[src/rtl/screen_painter.sv]
// screen_painter: full-screen raster sequencer between the screen select
// logic and the VGA adapter.
//
// On an accepted start the block latches the screen index and black flag,
// walks every pixel of a WIDTH x HEIGHT frame in raster order (x fastest),
// issues one ROM address per cycle, delays the pixel coordinates by the ROM
// read latency so they line up with rom_color, and strobes one plot per
// pixel. A single-cycle done pulse follows the last plot.
//
// Ports
//   clk, resetn            rising-edge clock, asynchronous active-low reset
//   start                  paint request, only looked at in IDLE
//   screen_in, black_in    screen index / black flag captured on start
//   memorySel, black       latched screen index / black flag to the colour mux
//   rom_addr               pixel address y*WIDTH+x, one per scan cycle
//   rom_color              mux colour, valid RD_LAT cycles after rom_addr
//   vga_x/y/colour/plot    plot interface to the VGA adapter
//   busy, done             frame in progress / completion pulse
//   state_dbg              current FSM state (IDLE=0 SCAN=1 DRAIN=2 DONE=3)
//
// Handshake: this block has no back-pressure. start is a level request that
// is accepted on the first IDLE cycle it is seen high; vga_plot is a one-cycle
// write strobe that the adapter must accept unconditionally.
module screen_painter #(
    parameter int WIDTH  = 160,
    parameter int HEIGHT = 120,
    parameter int ADDR_W = 15,
    parameter int RD_LAT = 1
) (
    input  logic              clk,
    input  logic              resetn,
    input  logic              start,
    input  logic [6:0]        screen_in,
    input  logic              black_in,
    output logic [6:0]        memorySel,
    output logic              black,
    output logic [ADDR_W-1:0] rom_addr,
    input  logic [2:0]        rom_color,
    output logic [7:0]        vga_x,
    output logic [6:0]        vga_y,
    output logic [2:0]        vga_colour,
    output logic              vga_plot,
    output logic              busy,
    output logic              done,
    output logic [1:0]        state_dbg
);

    typedef enum logic [1:0] {
        S_IDLE  = 2'd0,
        S_SCAN  = 2'd1,
        S_DRAIN = 2'd2,
        S_DONE  = 2'd3
    } state_t;

    state_t              state_q, state_d;
    logic [6:0]          sel_q, sel_d;
    logic                black_q, black_d;
    logic [7:0]          x_q, x_d;
    logic [6:0]          y_q, y_d;
    logic [ADDR_W-1:0]   addr_q, addr_d;
    logic                busy_q, busy_d;
    logic                done_q, done_d;
    logic [RD_LAT-1:0]   vld_q, vld_d;
    logic [7:0]          px_q [RD_LAT];
    logic [7:0]          px_d [RD_LAT];
    logic [6:0]          py_q [RD_LAT];
    logic [6:0]          py_d [RD_LAT];
    logic [2:0]          col_q, col_d;

    logic                issue;
    logic                last_pix;
    logic                plot;
    logic [2:0]          col_now;

    assign issue    = (state_q == S_SCAN);
    assign last_pix = (x_q == 8'(WIDTH - 1)) && (y_q == 7'(HEIGHT - 1));
    assign plot     = vld_q[RD_LAT-1];
    assign col_now  = black_q ? 3'd0 : rom_color;

    always_comb begin
        state_d = state_q;
        sel_d   = sel_q;
        black_d = black_q;
        x_d     = x_q;
        y_d     = y_q;
        addr_d  = addr_q;
        busy_d  = busy_q;
        done_d  = 1'b0;
        // Valid pipe shifts every cycle; bit 0 is the address issued now.
        vld_d   = (vld_q << 1) | RD_LAT'(issue);
        // Coordinate stages only load when a valid pixel enters them, so the
        // last stage keeps the previous plot's coordinates between plots.
        for (int i = 0; i < RD_LAT; i++) begin
            px_d[i] = px_q[i];
            py_d[i] = py_q[i];
            if (i == 0) begin
                if (issue) begin
                    px_d[i] = x_q;
                    py_d[i] = y_q;
                end
            end else if (vld_q[i-1]) begin
                px_d[i] = px_q[i-1];
                py_d[i] = py_q[i-1];
            end
        end
        col_d = plot ? col_now : col_q;

        case (state_q)
            S_IDLE: begin
                if (start) begin
                    state_d = S_SCAN;
                    sel_d   = screen_in;
                    black_d = black_in;
                    x_d     = 8'd0;
                    y_d     = 7'd0;
                    addr_d  = '0;
                    busy_d  = 1'b1;
                end
            end
            S_SCAN: begin
                // The final address stays on rom_addr; the counter never
                // steps past WIDTH*HEIGHT-1.
                if (last_pix) begin
                    state_d = S_DRAIN;
                end else begin
                    addr_d = addr_q + 1'b1;
                    if (x_q == 8'(WIDTH - 1)) begin
                        x_d = 8'd0;
                        y_d = y_q + 7'd1;
                    end else begin
                        x_d = x_q + 8'd1;
                    end
                end
            end
            S_DRAIN: begin
                // Leave once only the last stage (plotting this cycle) is
                // occupied, so done lands right after the final plot.
                if (vld_d == '0) begin
                    state_d = S_DONE;
                    busy_d  = 1'b0;
                    done_d  = 1'b1;
                end
            end
            S_DONE: begin
                state_d = S_IDLE;
            end
            default: begin
                state_d = S_IDLE;
            end
        endcase
    end

    always_ff @(posedge clk or negedge resetn) begin
        if (!resetn) begin
            state_q <= S_IDLE;
            sel_q   <= 7'd0;
            black_q <= 1'b0;
            x_q     <= 8'd0;
            y_q     <= 7'd0;
            addr_q  <= '0;
            busy_q  <= 1'b0;
            done_q  <= 1'b0;
            vld_q   <= '0;
            col_q   <= 3'd0;
            for (int i = 0; i < RD_LAT; i++) begin
                px_q[i] <= 8'd0;
                py_q[i] <= 7'd0;
            end
        end else begin
            state_q <= state_d;
            sel_q   <= sel_d;
            black_q <= black_d;
            x_q     <= x_d;
            y_q     <= y_d;
            addr_q  <= addr_d;
            busy_q  <= busy_d;
            done_q  <= done_d;
            vld_q   <= vld_d;
            col_q   <= col_d;
            for (int i = 0; i < RD_LAT; i++) begin
                px_q[i] <= px_d[i];
                py_q[i] <= py_d[i];
            end
        end
    end

    assign memorySel  = sel_q;
    assign black      = black_q;
    assign rom_addr   = addr_q;
    assign vga_x      = px_q[RD_LAT-1];
    assign vga_y      = py_q[RD_LAT-1];
    // Colour is taken straight from the ROM on a plot cycle and held otherwise.
    assign vga_colour = plot ? col_now : col_q;
    assign vga_plot   = plot;
    assign busy       = busy_q;
    assign done       = done_q;
    assign state_dbg  = state_q;

endmodule

[config.mk]
export PLATFORM = sky130hd
export DESIGN_NAME = screen_painter
export DESIGN_NICKNAME = d
export VERILOG_FILES = /design/src/rtl/screen_painter.sv
export SDC_FILE = /design/constraint.sdc
export NUM_CORES = 1
export LEC_CHECK = 0
export CAP_MARGIN = 20
export CORE_MARGIN = 2
export CORE_UTILIZATION = 46
export DETAILED_ROUTE_END_ITERATION = 8
export GPL_ROUTABILITY_DRIVEN = 0
export PLACE_DENSITY_LB_ADDON = 0.25
export SLEW_MARGIN = 20
export SYNTH_ARGS = -nofsm -noshare
export SYNTH_HDL_FRONTEND = slang
export SYNTH_SLANG_ARGS = --single-unit
[constraint.sdc]
create_clock -name clk -period 2.2 [get_ports clk]
set_input_delay 0.44 -clock clk [delete_from_list [all_inputs] [get_ports clk]]
set_output_delay 0.44 -clock clk [all_outputs]
set_load 0.05 [all_outputs]
==> results of run 1 <==
[through the flow]
step / util [%] / std cells / instance area, sq um / TNS [ps]
global placement: 60.09 / 416 / 3794 / 0
detailed placement: 60.09 / 416 / 3794 / 0
CTS: 64.01 / 432 / 4041 / 0
global route: 64.01 / 432 / 4041 / 0
floorplan: - / 275 / 3012 / -116.2
finish: 64.01 / 432 / 4041 / 0
[kinds of logic (layout without fill, tap and decap cells)]
| family | Yosys count | in the layout | share of synthesized area [%] |
|---|---|---|---|
| DFF | 61 | 61 | 51.11 |
| and+or+nand+nor | 104 | 104 | 19.02 |
| xor gates and xnor gates | 3 | 3 | 0.8799 |
| muxes | 32 | 32 | 11.94 |
| adders and majority gates | 7 | 7 | 2.932 |
| AOI/OAI and AO/OA | 42 | 42 | 10.05 |
| buffers and inverters | 26 | 106 | 4.064 |
[metal layers]
layer,share of wire [%],wire length [microns]
met1,48,3111
met2,47,3029
met3,4.1,267
met4,1.5,96
met5,0,0
[power groups by stage]
stage	registers [mW]	logic [mW]	clock network [mW]
finish	1.12	0.0760	1.24
global route	1.12	0.0853	1.31
CTS	1.12	0.0790	1.26
detailed placement	1.15	0.0788	0
global placement	1.15	0.0774	0
floorplan	1.15	0.0146	0
[flip-flops by register name, summed over array words and instances, names as in the netlist]
signal / count
black: 1
busy: 1
col_q: 3
done: 1
memorySel: 7
rom_addr: 15
state_dbg: 2
vga_plot: 1
vga_x: 8
vga_y: 7
x_q: 8
y_q: 7
[area by class of cell]
cell class              instances  area, sq um
fillers                       510         2272
flip-flops and latches         61         1533
multi-input cells             188         1358
repair buffers                 79        765.7
clock buffers                  10        137.6
clock inverters                 6        110.1
well taps                      77        96.34
inverters                      11        41.29
[placed cells by master (no fill, tap or decap), types with 2 or more instances in the layout]
master	instances
dfrtp_1	56
clkdlybuf4s50_1	55
mux2_2	29
nand2_1	28
buf_4	20
nand3_1	17
o21ai_0	13
nor2_1	12
clkbuf_8	10
inv_1	9
a22o_1	8
and3_1	6
ha_1	6
nand3b_1	5
o31ai_1	5
nand4_1	5
nor3_1	5
dfrtp_2	5
nor2b_1	4
o221ai_1	4
mux2i_1	3
a21o_1	3
xnor2_1	3
bufinv_16	3
buf_12	3
inv_2	2
and2_1	2
o211ai_1	2
nor4b_1	2
or4b_1	2
nor4_1	2
clkinvlp_4	2
[final timing paths]
path                                from     endpoint  cells after the start
worst max-delay path              y_q[1]  rom_addr[3]                      6
worst min-delay path              resetn     col_q[2]                      1
worst max register to register    y_q[1]  rom_addr[3]                      6
worst min register to register  vga_y[3]     vga_y[3]                      1
max in group asynchronous         resetn     vga_y[3]                      2
min in group clk                vga_y[3]     vga_y[3]                      1
[worst register-to-register path, stage by stage, from the launching register on]
cell and delay (ps):
dfrtp_1 430, ha_1 250, and3_1 230, and4_4 190, or2_1 340, or4b_1 520, nand3_1 90
==> results.md, run 1 <==
* Detail Placement HPWL at about 4.5 mm
* CTS root buf: clkbuf_8
* Yosys reg bits at 61
* Skew-Pair Late Insertion Delay at about 340 ps
* Vias in the first global route at ~2,300
* Buf/Inv on CP at 0
* Internal power at ~1.9 mW
* Initial antenna violation count at 0
* Leakage at ~1.8 nW
* Worst-path fanout max at 10
* Met1 usage at around a quarter
* Most numerous cell in the Yosys netlist: dfrtp_1
* Worst Setup Start Kind: flip-flop
* Via count at between 2,000 and 2,500
* Post-detailed-route via-to-cell ratio at between 5 and 6
* Worst R2R Setup Slack at 90 ps
* Largest net degree at the start of global routing at 31
* Flop pwr share at a little under half
* Hold slack final at around 44 ps
* Share of layout cells above drive strength 1 at around 23%
* Async S/R FF share, synth at 100.0%
* Setup WS pre-CTS at 74.67 ps
* Power Total at between 2 and 2.5 mW
* Met3 usage at 3.933%
* Sw Share at 20.57%
* Synth-to-layout area growth at 35.32%
* Logic pwr share at about 3.1%
* Ratio of final minimum period to clock period at 96.11%
* Register area share after synthesis at ~50%
* Outcome: completed
* Antenna-violating nets left at 0
* Iter 0 DRT Violations at about 140
* H-tree Lvls at 3
* Met2 Resource Use GR at 30.49%
* Max-cap viol count at 0
* Clock Skew at approximately 7.4 ps
* Die Area at 0.007153 sq mm
* Post-layout min period at roughly 2100 ps
* Initial core utilization at 47.30%
* Worst slew margin at around 66%
* CTS tree: built
* Post-synth EDFFs at 0
* Chip width at 84.58 microns
* Post-synth top flop: dfrtp_1
* Worst path required time at approximately 2500 ps
* Residual DRC at 0
* Worst slew pin tran at between 500 and 600 ps
* Rows at 29
* Pre-Repair DR Iteration Count at 4
* CTS Hold Buffers Added at 0
* Pwr/cell area at just over 600 mW/mm^2
* WL final at between 6 and 7 mm
* Final Hold Vio Count at 0
* Critical Path AT at around 2400 ps
* Tot GR Track Use at 19.22%
* RSZ-0062 raised after global routing: no
* Clock sinks at 61
* Max Fclk at about 470 MHz
* Resize count post-CTS at 0
* Kind of critical path: flip-flop to flip-flop
* Worst setup margin at between 80 and 90 ps
* First-pass GRT wire length at roughly 11 mm
* NumNets Final at around 370
* Post-Syn Nets at 296
* Largest cells by area after synthesis: dfrtp_1 51%, mux2_2 11%, nand2_1 3.6%
* Syn Inst Count at between 200 and 300
* Post-CTS setup buffers at 0
* Peak supply drop at 425.2 uV
* Top cells by count, synth: 61 x dfrtp_1, 29 x mux2_2, 29 x nand2_1
* GRT overflow at 0
* Hold Path Class: primary input to async pin
* Clock slew at reported path FFs at about 70 ps
* Post-Syn Area per Cell at 10.86 sq um
* Crit end category: flip-flop
* Antenna Cells at 0
* Critical path's largest stage delay at approximately 520 ps
* Die outline height at roughly 85 microns
* Largest delay contributor family on the critical path: simple AND/OR/NAND/NOR gates
* Mapped Area at 0.002987 sq mm
* Clock share of power at ~51%
* GR peak layer: met2
* Worst-case clock buffer depth at 2
* Library cells used by synthesis at 48
* Synth area leader: dfrtp_1
* IO Pins at 60
* Final setup fails at 0
* Port Buffers at 59
* TritonCTS Buffers at 9
* P_sw at about 0.5 mW
* Fin. max-slew vios at 0
* Critical path cell sequence: ha_1, and3_1, and4_4, or2_1, or4b_1, nand3_1
* Slowest CP cell: or4b_1
* Share of the synthesized area in the top cell type at between 50% and 60%
* Yosys warns at 0
* WL/cell at around 15 microns
* Core area at approximately 0.0063 sq mm
Power figures use the tool's default switching activity.
==> run 2, diff against run 1 <==
--- a/config.mk
+++ b/config.mk
@@ -6,10 +6,9 @@
 export NUM_CORES = 1
 export LEC_CHECK = 0
 export CAP_MARGIN = 20
-export CORE_MARGIN = 2
 export CORE_UTILIZATION = 46
 export DETAILED_ROUTE_END_ITERATION = 8
-export GPL_ROUTABILITY_DRIVEN = 0
+export GPL_ROUTABILITY_DRIVEN = 1
 export PLACE_DENSITY_LB_ADDON = 0.25
 export SLEW_MARGIN = 20
 export SYNTH_ARGS = -nofsm -noshare
==> run 2 against run 1 <==
Largest cell class unchanged. Register-to-register slack better by 80 ps. Critical endpoint is now rom_addr[7]. Design area is 1.6% lower. Worst setup slack improved by 6.4 ps. Highest routed layer unchanged.
==> results.md, run 2 (synthesis results as in run 1) <==
* First-pass GRT wire length at 10.43 mm (-5.7%)
* H-tree Lvls at 3 (unchanged)
* Leakage at 1.777 nW (-1.5%)
* Kind of critical path: flip-flop to primary output
* Largest net degree at the start of global routing at 62 (+100%)
* Antenna Cells at 0 (unchanged)
* Port Buffers at 59 (unchanged)
* Ratio of final minimum period to clock period at 95.82% (-0.29 points)
* Most frequent cells in the layout: 56 x dfrtp_1, 55 x clkdlybuf4s50_1, 29 x mux2_2
* Setup TNS at 0 ps (unchanged)
* IO Pins at 60 (unchanged)
* Pwr/cell area at 523.2 mW/mm^2 (-13%)
* Post-layout min period at 2108 ps (-6.416 ps)
* Resize count post-CTS at 0 (unchanged)
* Outcome: completed
* Worst slew margin at 65.76% (+0.25 points)
* Residual DRC at 0 (unchanged)
* Placed Cells at 414 (-0.48%)
* Peak supply drop at 389.6 uV (-8.4%)
* Final Hold Vio Count at 0 (unchanged)
* Setup WS pre-CTS at 66.23 ps (-8.442 ps)
* Clock slew at reported path FFs at 60 ps (about the same)
* Max Fclk at 474.4 MHz (+0.30%)
* TritonCTS Buffers at 9 (unchanged)
* Core area at 0.006096 sq mm (-3.4%)
* Hold Path Class: primary input to async pin
* Share of layout cells above drive strength 1 at 21.97% (-1.1 points)
* Initial core utilization at 48.99% (+1.7 points)
* Most common cell after layout, fill and taps aside: dfrtp_1
* Largest delay contributor family on the critical path: buffers and inverters
* Tot GR Track Use at 20.78% (+1.6 points)
* NumNets Final at 371 (unchanged)
* Area of the multi-input gates at 0.001358 sq mm (unchanged)
* Fin util at 65.21% (+1.2 points)
* Detail Placement HPWL at 4.454 mm (-0.38%)
* Skew-Pair Late Insertion Delay at 340 ps (about the same)
* Worst-case clock buffer depth at 2 (unchanged)
* Max-cap viol count at 0 (unchanged)
* Critical path's largest stage delay at 850 ps (+330 ps)
* Buf/Inv on CP at 1 (+1)
* FILL cells at 511 (+0.20%)
* Antenna-violating nets left at 0 (unchanged)
* Max FFs per register at 15 (unchanged)
* RSZ-0062 raised after global routing: no
* Worst setup margin at 91.89 ps (+6.416 ps)
* GRT overflow at 0 (unchanged)
* Clock Skew at 6.348 ps (-1.034 ps)
* Worst-path fanout max at 8 (-2)
* Synth-to-layout area growth at 33.10%
* GP Congestion at a little under 0.8
* Critical Path AT at 1670 ps (-720 ps)
* Worst path required time at 1760 ps (-710 ps)
* WL final at 6.377 mm (-2.0%)
* Chip width at 82.58 microns (-2.4%)
* Crit end category: primary output
* Worst slew pin tran at 511.9 ps (-3.796 ps)
* Vias in the first global route at 2,196 (-5.5%)
* Iter 0 DRT Violations at 132 (-5.0%)
* Rows at 28 (-3.4%)
* WL/cell at 14.83 microns (-1.5%)
* Pre-Repair DR Iteration Count at 4 (unchanged)
* Slowest CP cell: clkdlybuf4s50_1
* Critical path cell sequence: clkdlybuf4s50_1
* Reg area at 0.001533 sq mm (unchanged)
* CTS tree: built
* CTS root buf: clkbuf_8
* Worst Setup Start Kind: flip-flop
* Via count at 2,385 (-0.67%)
* Finished Layout Cells at 430 (-0.46%)
* Die Area at 0.006819 sq mm (-4.7%)
* Fin. max-slew vios at 0 (unchanged)
* Post-detailed-route via-to-cell ratio at 5.547 (-0.20%)
* Post-CTS setup buffers at 0 (unchanged)
* Initial antenna violation count at 0 (unchanged)
* Final setup fails at 0 (unchanged)
* Clock sinks at 61 (unchanged)
* CTS Hold Buffers Added at 0 (unchanged)
* Die outline height at 82.58 microns (-2.4%)
-- run 2: cell type report --
cell class,instances,area share [%]
Sequential cell,61,38.56
Multi-Input combinational cell,188,34.15
Timing Repair Buffer,79,19.58
Clock buffer,15,4.186
Tap cell,75,2.361
Inverter,11,1.039
Clock inverter,1,0.1259
-- run 2: metrics by stage --
stage                     instance area (sq um)  hold slack, ps  power [mW]
after floorplan                            3012           144.4       1.161
after global placement                     3804           478.1       1.225
after detailed placement                   3804           475.7       1.226
after CTS                                  3975           107.8       2.115
after global routing                       3975           125.9       2.164
final                                      3975           97.39       2.080
-- run 2: per-layer routing --
layer  global-route usage, %  part of all wire, %  routed length (microns)  up-vias
met1                   28.14                   46                     2956     1148
met2                   30.33                   46                     2953       65
met4                   11.90                  2.4                      156        0
li1                        -                    -                        -     1156
met3                   4.945                  4.9                      310       16
met5                       0                    0                        0        -
-- run 2: power breakdown --
part	switching (mW)	leakage, nW	internal, mW
clock	0.407	0.0877	0.470
sequential	0.000745	0.724	1.12
combinational	0.0408	0.965	0.0366
total	0.448	1.78	1.63
-- run 2: worst paths after layout --
path	start	end	slack, ps	cells past startpoint
min	resetn	col_q[0]	100	2
max reg2reg	y_q[1]	rom_addr[14]	170	6
min reg2reg	vga_y[3]	vga_y[3]	500	1
max in group asynchronous	resetn	state_dbg[0]	1830	2
max	rom_addr[7]	rom_addr[7]	90	1
min in group clk	vga_y[3]	vga_y[3]	500	1
